`src/rtl/alu_mul_sequencer_pkg.sv`:
```
// Shared ALU op constants and the multiply sequencer state type.
// Imported by the alu and the shift-add multiply sequencer.
package alu_mul_sequencer_pkg;

   localparam logic [2:0] ALU_ADD = 3'b000;
   localparam logic [2:0] ALU_SUB = 3'b001;
   localparam logic [2:0] ALU_AND = 3'b010;
   localparam logic [2:0] ALU_OR  = 3'b011;
   localparam logic [2:0] ALU_SLT = 3'b101;

   typedef enum logic [1:0] {
      MUL_IDLE = 2'b00,
      MUL_RUN  = 2'b01,
      MUL_DONE = 2'b10
   } mul_state_t;

endpackage

```
`src/rtl/alu_mul_sequencer_alu.sv`:
```
// Combinational integer ALU shared by the execute path.
// EQ flags operand equality for branch compare.
module alu
   import alu_mul_sequencer_pkg::*;
#(
   parameter int DATA_WIDTH = 32
) (
   input  logic [2:0]            ALUControl,
   input  logic [DATA_WIDTH-1:0] ALUop1,
   input  logic [DATA_WIDTH-1:0] ALUop2,
   output logic [DATA_WIDTH-1:0] ALUout,
   output logic                  EQ
);

   logic slt;

   assign slt = $signed(ALUop1) < $signed(ALUop2);
   assign EQ  = (ALUop1 == ALUop2);

   always_comb begin
      ALUout = '0;
      case (ALUControl)
         ALU_ADD: ALUout = ALUop1 + ALUop2;
         ALU_SUB: ALUout = ALUop1 - ALUop2;
         ALU_AND: ALUout = ALUop1 & ALUop2;
         ALU_OR:  ALUout = ALUop1 | ALUop2;
         ALU_SLT: ALUout = {{(DATA_WIDTH-1){1'b0}}, slt};
         default: ALUout = '0;
      endcase
   end

endmodule

```
`src/rtl/alu_mul_sequencer.sv`:
```
// Shift-add MUL sequencer: low DATA_WIDTH bits of op_a*op_b
// in a fixed DATA_WIDTH-cycle run, reusing the alu adder.
module alu_mul_sequencer
   import alu_mul_sequencer_pkg::*;
#(
   parameter int DATA_WIDTH = 32
) (
   input  logic                  clk,
   input  logic                  rst_n,
   input  logic                  start,
   input  logic [DATA_WIDTH-1:0] op_a,
   input  logic [DATA_WIDTH-1:0] op_b,
   output logic                  busy,
   output logic                  done,
   output logic [DATA_WIDTH-1:0] result
);

   localparam int CNT_WIDTH = $clog2(DATA_WIDTH) + 1;
   localparam logic [CNT_WIDTH-1:0] LAST =
      CNT_WIDTH'(DATA_WIDTH - 1);

   mul_state_t            state, state_nx;
   logic [DATA_WIDTH-1:0] acc, mcand, mplier;
   logic [DATA_WIDTH-1:0] addend, alu_out;
   logic [CNT_WIDTH-1:0]  count;
   logic                  last;
   logic                  alu_eq_unused;

   assign last   = (count == LAST);
   assign addend = mplier[0] ? mcand : '0;

   alu #(
      .DATA_WIDTH (DATA_WIDTH)
   ) u_alu (
      .ALUControl (ALU_ADD),
      .ALUop1     (acc),
      .ALUop2     (addend),
      .ALUout     (alu_out),
      .EQ         (alu_eq_unused)
   );

   always_ff @(posedge clk) begin
      if (!rst_n) state <= MUL_IDLE;
      else        state <= state_nx;
   end

   always_comb begin
      state_nx = state;
      case (state)
         MUL_IDLE: if (start) state_nx = MUL_RUN;
         MUL_RUN:  if (last)  state_nx = MUL_DONE;
         MUL_DONE: state_nx = MUL_IDLE;
         default:  state_nx = MUL_IDLE;
      endcase
   end

   always_comb begin
      busy = (state == MUL_RUN) || (state == MUL_DONE);
      done = (state == MUL_DONE);
   end

   // Final sum is latched on the RUN->DONE edge so it is
   // already visible while done is high.
   always_ff @(posedge clk) begin
      if (!rst_n) begin
         acc    <= '0;
         mcand  <= '0;
         mplier <= '0;
         count  <= '0;
         result <= '0;
      end else begin
         case (state)
            MUL_IDLE: begin
               if (start) begin
                  mcand  <= op_a;
                  mplier <= op_b;
                  acc    <= '0;
                  count  <= '0;
               end
            end
            MUL_RUN: begin
               acc    <= alu_out;
               mcand  <= mcand << 1;
               mplier <= mplier >> 1;
               count  <= count + CNT_WIDTH'(1);
               if (last) result <= alu_out;
            end
            MUL_DONE: result <= acc;
            default: ;
         endcase
      end
   end

endmodule

```
`config.mk`:
```
export PLATFORM = sky130hd
export DESIGN_NAME = alu_mul_sequencer
export DESIGN_NICKNAME = d
export VERILOG_FILES = /design/src/rtl/alu_mul_sequencer_pkg.sv /design/src/rtl/alu_mul_sequencer_alu.sv /design/src/rtl/alu_mul_sequencer.sv
export SDC_FILE = /design/constraint.sdc
export NUM_CORES = 1
export LEC_CHECK = 0
export CAP_MARGIN = 0
export CORE_UTILIZATION = 45
export CTS_BUF_LIST = sky130_fd_sc_hd__clkbuf_16
export CTS_CLUSTER_DIAMETER = 100
export DETAILED_ROUTE_END_ITERATION = 10
export PLACE_DENSITY = 0.69
export SETUP_SLACK_MARGIN = 0.1
export SLEW_MARGIN = 5
export SYNTH_ARGS = -nofsm -noshare
export SYNTH_HDL_FRONTEND = slang
export SYNTH_HIERARCHICAL = 1
export SYNTH_SLANG_ARGS = --single-unit
```
`constraint.sdc`:
```
create_clock -name clk -period 8.1 [get_ports clk]
set_input_delay 2.025 -clock clk [delete_from_list [all_inputs] [get_ports clk]]
set_output_delay 2.025 -clock clk [all_outputs]
set_load 0.05 [all_outputs]
```
# After elaboration in Yosys (flattened, before gate mapping)
# Cells that the tools add are included.
word_totals:
  reg_bits: 136
  wordCells: 34
classes:
  addsub: 2
  n_eq_ne: 5
  muxes: 14
  n_reduce_logical: 7
ops:
  columns: ["operator", "n"]
  rows:
  - ["case mux 32 bit (2 select lines)", 4]
  - ["two-way mux 32 bit", 5]
  - ["adder 32 bit", 1]
  - ["case mux 6 bit (2 select lines)", 1]
  - ["adder 6 x 1 -> 6 bit (second input constant)", 1]
  - ["== test 6 x 5 -> 1 bit (second input constant)", 1]
  - ["two-way mux 6 bit", 1]
  - ["AND reduction 2 bit", 3]
  - ["two-way mux 2 bit", 2]
  - ["inequality test 2 bit (second input constant)", 2]
  - ["case mux 2 bit (2 select lines)", 1]
  - ["nonzero test 2 bit", 2]
  - ["== test 2 x 1 -> 1 bit (second input constant)", 1]
  - ["== test 2 bit (second input constant)", 1]
  - ["logical NOT 2 bit", 1]
  - ["logical OR 1 bit", 1]

# Depth between registers and ports, before layout
# Gate-level depths: netlist of the first run.
depth:
  depth_word: 4
  mapped_depth: 15

# Hierarchy
# The synthesis of the first run kept the hierarchy.
modules_own_cells:
  columns: ["module", "n_inst", "cells_per_inst", "area_each_um2", "seq_area_each_um2"]
  rows:
  - ["alu_mul_sequencer", 1, 622, 6193.4, 2722.6]
  - ["alu", 1, 797, 5198.7, 0.0]

# Worst setup path after synthesis of the first run
# Ideal clock, no wire load.
synth_path:
  path_kind: "register -> register"
  from: "register mplier[0]"
  to: "register result[18]"
  setup_ns: 0.081
  arrival_ns: 3.186
  setup_slack_ns: 4.833
  path_stages_with_launch: 16
  n_path_buf: 2
  cell_sequence: "dfxtp_1 -> clkbuf_1 -> and2_1 -> inv_1 -> ha_1 -> buf_2 -> a21o_1 -> a21oi_1 -> or4_1 -> a31oi_1 -> nor2b_1 -> o21a_1 -> or3_1 -> a311oi_1 -> mux2i_1 -> a211oi_2"
synth_via:
  elab_chain_cells: 4
synth_rtl:
  columns: ["element", "line_no", "text"]
  rows:
  - ["start, declared", "alu_mul_sequencer.sv:23", "logic [DATA_WIDTH-1:0] acc, mcand, mplier;"]
  - ["start signal, assigned", "alu_mul_sequencer.sv:76", "mplier <= op_b;"]
  - ["start signal, assigned", "alu_mul_sequencer.sv:84", "mplier <= mplier >> 1;"]
  - ["two-way mux 32 bit", "alu_mul_sequencer.sv:30", "assign addend = mplier[0] ? mcand : '0;"]
  - ["via addend[6]", "alu_mul_sequencer.sv:24", "logic [DATA_WIDTH-1:0] addend, alu_out;"]
  - ["adder 32 bit", "alu_mul_sequencer_alu.sv:23", "ALU_ADD: ALUout = ALUop1 + ALUop2;"]
  - ["via alu_out[18]", "alu_mul_sequencer.sv:24", null]
  - ["two-way mux 32 bit", "alu_mul_sequencer.sv:86", "if (last) result <= alu_out;"]
  - ["case mux 32 bit (2 select lines)", "alu_mul_sequencer.sv:72", "case (state)"]
  - ["end signal, assigned", "alu_mul_sequencer.sv:86", null]
  - ["end, declared", "alu_mul_sequencer.sv:15", "output logic [DATA_WIDTH-1:0] result"]
# The timed path passes the listed nets, and every way through them passes these cells. The select of a mux whose other input is x is not followed.
# A chain may end at the register's enable or synchronous reset.

# Final worst setup path of the first run
layout_path:
  from: "register state[0]"
  to: "output port done"
layout_via:
  elab_chain_cells: 1
layout_rtl:
  columns: ["element", "line_no", "text"]
  rows:
  - ["start, declared", "alu_mul_sequencer.sv:22", "mul_state_t state, state_nx;"]
  - ["start signal, assigned", "alu_mul_sequencer.sv:44", "else state <= state_nx;"]
  - ["== test 2 bit", "alu_mul_sequencer.sv:59", "done = (state == MUL_DONE);"]
  - ["end, declared", "alu_mul_sequencer.sv:14", "output logic done,"]
# No other way between the ends.

==> impl_metrics.ini, run 1 <==
[die]
dieArea_um2 = 25900
die_w_um = 161
pin_count = 101
start_util_pct = 46.3
coreArea_um2 = 24500
rows = 57
die_h_um = 161

[logic_synthesis]
netlist_area_um2 = 11400
ys_warn_count = 6
synthCells = 1414
syn_avg_cell_area_um2 = 8.04

[pwr]
cellLeakagePower_nw = 4.72
peakVddDrop_mv = 0.138
powerDensity_nw_per_um2 = 162

[setup_path]
critPathLaunchType = flip-flop
critPathCaptureType = primary output
path_class = reg2out
crit_end = done
cp_slowest_cell = clkdlybuf4s50_1
cp_top_family = buffers and inverters
critPathBufInv = 3
crit_cells = 4
crit_arrival_ps = 2570
r2r-start = mplier[0]
r2r_end = result[30]
crit_chain = inv_1 -> ha_2 -> buf_4 -> clkdlybuf4s50_1
crit_fanout = 34
cp.required_ps = 6080
crit_start = state[0]
reg2regPathDepth = 13
ff2ff_setup_slack_ps = 3570
max_stage_delay_ps = 960

[placement]
io_buffer_count = 100
preCtsSetupSlack_ps = 3740
hpwl_um = 23900
place_congestion = 0.986
place_area_um2 = 12300

[clock_network]
cts.reportedPaths.clkPinSlew_ps = 70
clk_latency_ps = 440
cts_setup_buffers = 0
clockBufferDepth = 2
cts_hold_buf = 0
cts_resized = 0
cts_root_buffer = clkbuf_16
cts_tree = built
cts_buffers = 17
htree_levels = 4
cts.sinks = 136

[sta]
min_period_over_period_pct = 56.7
clock.fmax_ghz = 0.218
final_max_slew_viol_count = 0
slew_headroom_pct = 23.0
skew_ps = 14.2
tns_ps = 0
worst_pin_slew_ps = 1150
worst_slack_ps = 3510
period_minus_slack_ps = 4590
finalSetupViolations = 0
hold_viol = 0
rsz0062_at_grt = false

[worst_hold_path]
hold_class = reg2reg

[route]
first_pass_iters = 5
wl_per_cell_um = 18.9
drc_errors = 0
ant_nets = 0
routed-via-count = 10642
drt-total-wl_um = 33700
drt_iter0_markers = 946
via_per_inst = 5.97

[final_layout]
postLayoutCellArea_um2 = 12900
nets = 1625
fillers = 2364
area_delta_synth_final_pct = 13.2
diodes = 0
drive_above_1_share_pct = 7.34

[global_routing]
antenna_found_initial = 0
grt_max_degree = 92
overflow = 0
grt_pass1_vias = 10051
gr-usage-all-layers_pct = 26.1
grt_first_pass_wirelength_um = 53600

[flow_run]
cap_violations = 0

[status]
status = complete, no violations
## where the power goes
part	internal (W)	total, W	switching (W)
clock	0.000404	0.000755	0.000351
combinational	0.000224	0.000579	0.000355
sequential	0.000710	0.000749	0.0000388
## flip-flops by register name (all words and copies together) (netlist names)
signal / cells
acc: 32
mcand: 32
state: 2
result: 32
mplier: 32
count: 6
## metrics by stage
| step | hold slack, ps | util (%) | cells | power, W |
|---|---|---|---|---|
| 6_report | 456 | 52.5 | 1782 | 0.00208 |
| 2_1_floorplan | 432 | - | 1421 | 0.00118 |
| 3_5_place_dp | 453 | 50.2 | 1750 | 0.00131 |
| 5_1_grt | 477 | 52.5 | 1782 | 0.00218 |
| 3_3_place_gp | 448 | 50.2 | 1750 | 0.00131 |
| 4_1_cts | 461 | 52.5 | 1782 | 0.00207 |
## cell type report
cell class | count | area [um^2] | share of cell area (%)
Tap cell | 324 | 405 | 3.15
Clock inverter | 15 | 133 | 1.03
Clock buffer | 17 | 425 | 3.31
Inverter | 106 | 400 | 3.11
Timing Repair Buffer | 106 | 1050 | 8.13
Multi-Input combinational cell | 1078 | 7740 | 60.1
Sequential cell | 136 | 2720 | 21.2
## metal layers
metal | part of all wire, % | global-route usage, % | vias to the layer above
met4 | 2.2 | 8.92 | 0
met3 | 8.0 | 5.86 | 39
met1 | 47 | 36.3 | 5088
met2 | 43 | 39.3 | 397
li1 | - | - | 5118
met5 | 0 | 0 | -
## worst register-to-register path, stage by stage (launching register included)
cell      delay (ps)
dfxtp_1         1090
and2_1           280
inv_1             60
ha_1             420
a21oi_1          270
o21ai_0          180
a221oi_1         310
nor2_1            90
o31ai_1          560
a21oi_1          250
and4_1           260
or3_1            340
mux2i_1          180
a211oi_2          90
## worst min path at each step
stage / start / end / slack (ps) / cells past startpoint
after global routing: mplier[31] / mplier[31] / 480 / 2
after CTS: mplier[31] / mplier[31] / 460 / 2
after floorplan: mplier[31] / mplier[31] / 430 / 2
final: mplier[31] / mplier[31] / 460 / 2
after detailed placement: mplier[31] / mplier[31] / 450 / 2
after global placement: mplier[31] / mplier[31] / 450 / 2
## cell usage in the layout (no fill, tap or decap), types with 12 or more instances in the layout
master           count
clkdlybuf4s50_1    100
xnor2_1             18
a21o_1              12
and2_1              35
a211oi_2            43
inv_1              104
o21ai_0             43
clkbuf_16           17
mux2i_1            101
nor2_1             218
dfxtp_1            136
a22oi_1             37
nand2_1             54
nand3_1             27
o31ai_1             16
a211oi_1            86
nor3_1              20
a21oi_1             80
ha_1               109
Note: power is estimated with default switching activity, not from simulation.
==> run 2, diff against run 1 <==
==> constraint.sdc (replaced) <==
create_clock -name clk -period 4.6 [get_ports clk]
set_input_delay 1.15 -clock clk [delete_from_list [all_inputs] [get_ports clk]]
set_output_delay 1.15 -clock clk [all_outputs]
set_load 0.05 [all_outputs]
==> impl_metrics.ini, run 2 (synthesized netlist as in run 1, its figures left out) <==
[setup_path]
critPathLaunchType = flip-flop
crit_fanout = 19
critPathBufInv = 3
crit_top_cell = inv_1
critPathCaptureType = flip-flop
crit_arrival_ps = 4330
cp_slowest_cell = dfxtp_2
max_stage_delay_ps = 550
crit_chain = buf_4 -> and2_1 -> inv_1 -> ha_1 -> inv_1 -> nor4_1 -> nand2_1 -> a21oi_1 -> o21ai_0 -> a31o_2 -> a21o_1 -> a311oi_1 -> mux2i_1 -> a211oi_2
cp.required_ps = 4950
cp_top_family = compound AO/OA/AOI/OAI gates
path_class = reg2reg

[placement]
io_buffer_count = 100
hpwl_um = 24400
place_congestion = 0.948
placed_cells = 1756

[pwr]
cellLeakagePower_nw = 4.78
peakVddDrop_mv = 0.250
powerDensity_nw_per_um2 = 291

[final_layout]
nets = 1631
area_delta_synth_final_pct = 14.1
final_cells = 1787
final_cell_mix = nor2_1 (218), dfxtp_1 (135), ha_1 (109), inv_1 (103), mux2i_1 (101)
layout_commonest_cell = nor2_1
drive_above_1_share_pct = 7.79
diodes = 0

[worst_hold_path]
hold_class = reg2reg

[clock_network]
cts_root_buffer = clkbuf_16
cts.sinks = 136
cts_buffers = 17
cts_setup_buffers = 0
cts_hold_buf = 0
cts_tree = built
cts.reportedPaths.clkPinSlew_ps = 60
clk_latency_ps = 430
htree_levels = 4
clockBufferDepth = 2
cts_resized = 0

[sta]
clock.fmax_ghz = 0.251
min_period_over_period_pct = 86.5
final_max_slew_viol_count = 0
hold_viol = 0
slew_headroom_pct = 40.6
holdWs_ps = 486
skew_ps = 19.0
finalSetupViolations = 0
rsz0062_at_grt = false
worst_pin_slew_ps = 892
period_minus_slack_ps = 3980
tns_ps = 0

[route]
wl_per_cell_um = 19.1
first_pass_iters = 5
via_per_inst = 5.93
drt-total-wl_um = 34200
ant_nets = 0
routed-via-count = 10598
drt_iter0_markers = 943
drc_errors = 0

[die]
dieArea_um2 = 25900
die_w_um = 161
rows = 57
start_util_pct = 46.3
die_h_um = 161
coreArea_um2 = 24500
pin_count = 101

[global_routing]
gr-usage-all-layers_pct = 26.6
overflow = 0
grt_pass1_vias = 10117
antenna_found_initial = 0
grt_first_pass_wirelength_um = 55000
grt_max_degree = 92

[status]
status = complete, no violations

[flow_run]
cap_violations = 0
run 2: cell types whose count changed in the layout (fill, tap and decap cells not counted), sizes merged:
cell	change
inv	-4
clkinv	+2
bufinv	+2
buf	+6
clkinvlp	-1
run 2: area by class of cell:
cell class | count | area [um^2]
fill | 2331 | 11600
clock buffer | 17 | 425
sequential | 136 | 2720
inverter | 106 | 400
timing repair buffer | 112 | 1120
clock inverter | 14 | 165
tap | 324 | 405
multi-input combinational | 1078 | 7740
run 2: final timing paths:
check              from          to  slack (ps)  depth (start not counted)
max           mplier[0]  result[27]         620                         14
min          mplier[31]  mplier[31]         490                          2
max reg2reg   mplier[0]  result[27]         620                         14
min reg2reg  mplier[31]  mplier[31]         490                          2
run 2: tightest hold or removal path, cell delays in order, from the launching register on:
cell and delay, ps:
dfxtp_1 330, nand2_1 60, a21oi_1 50
run 2: metrics by stage:
step                      setup WS (ps)  total power (W)  utilization [%]  area [um^2]
after floorplan                    1330          0.00207                -        11400
after global placement              557          0.00231             50.5        12400
after detailed placement            475          0.00231             50.5        12400
after CTS                           440          0.00375             52.9        13000
after global routing                340          0.00395             52.9        13000
final                               620          0.00377             52.9        13000
run 2: metal layers:
metal  share of wire [%]  vias to the layer above  GRT usage (%)
met4                 1.4                        0           5.96
li1                    -                     5127              -
met1                  48                     5042           38.6
met5                   0                        -              0
met3                 7.7                       38           5.53
met2                  43                      391           40.0
run 2: power breakdown:
group,switching [W],internal (W),total (W)
Combinational,0.000629,0.000402,0.00103
Clock,0.000614,0.000812,0.00143
Sequential,0.0000662,0.00125,0.00132
Total,0.00131,0.00246,0.00377
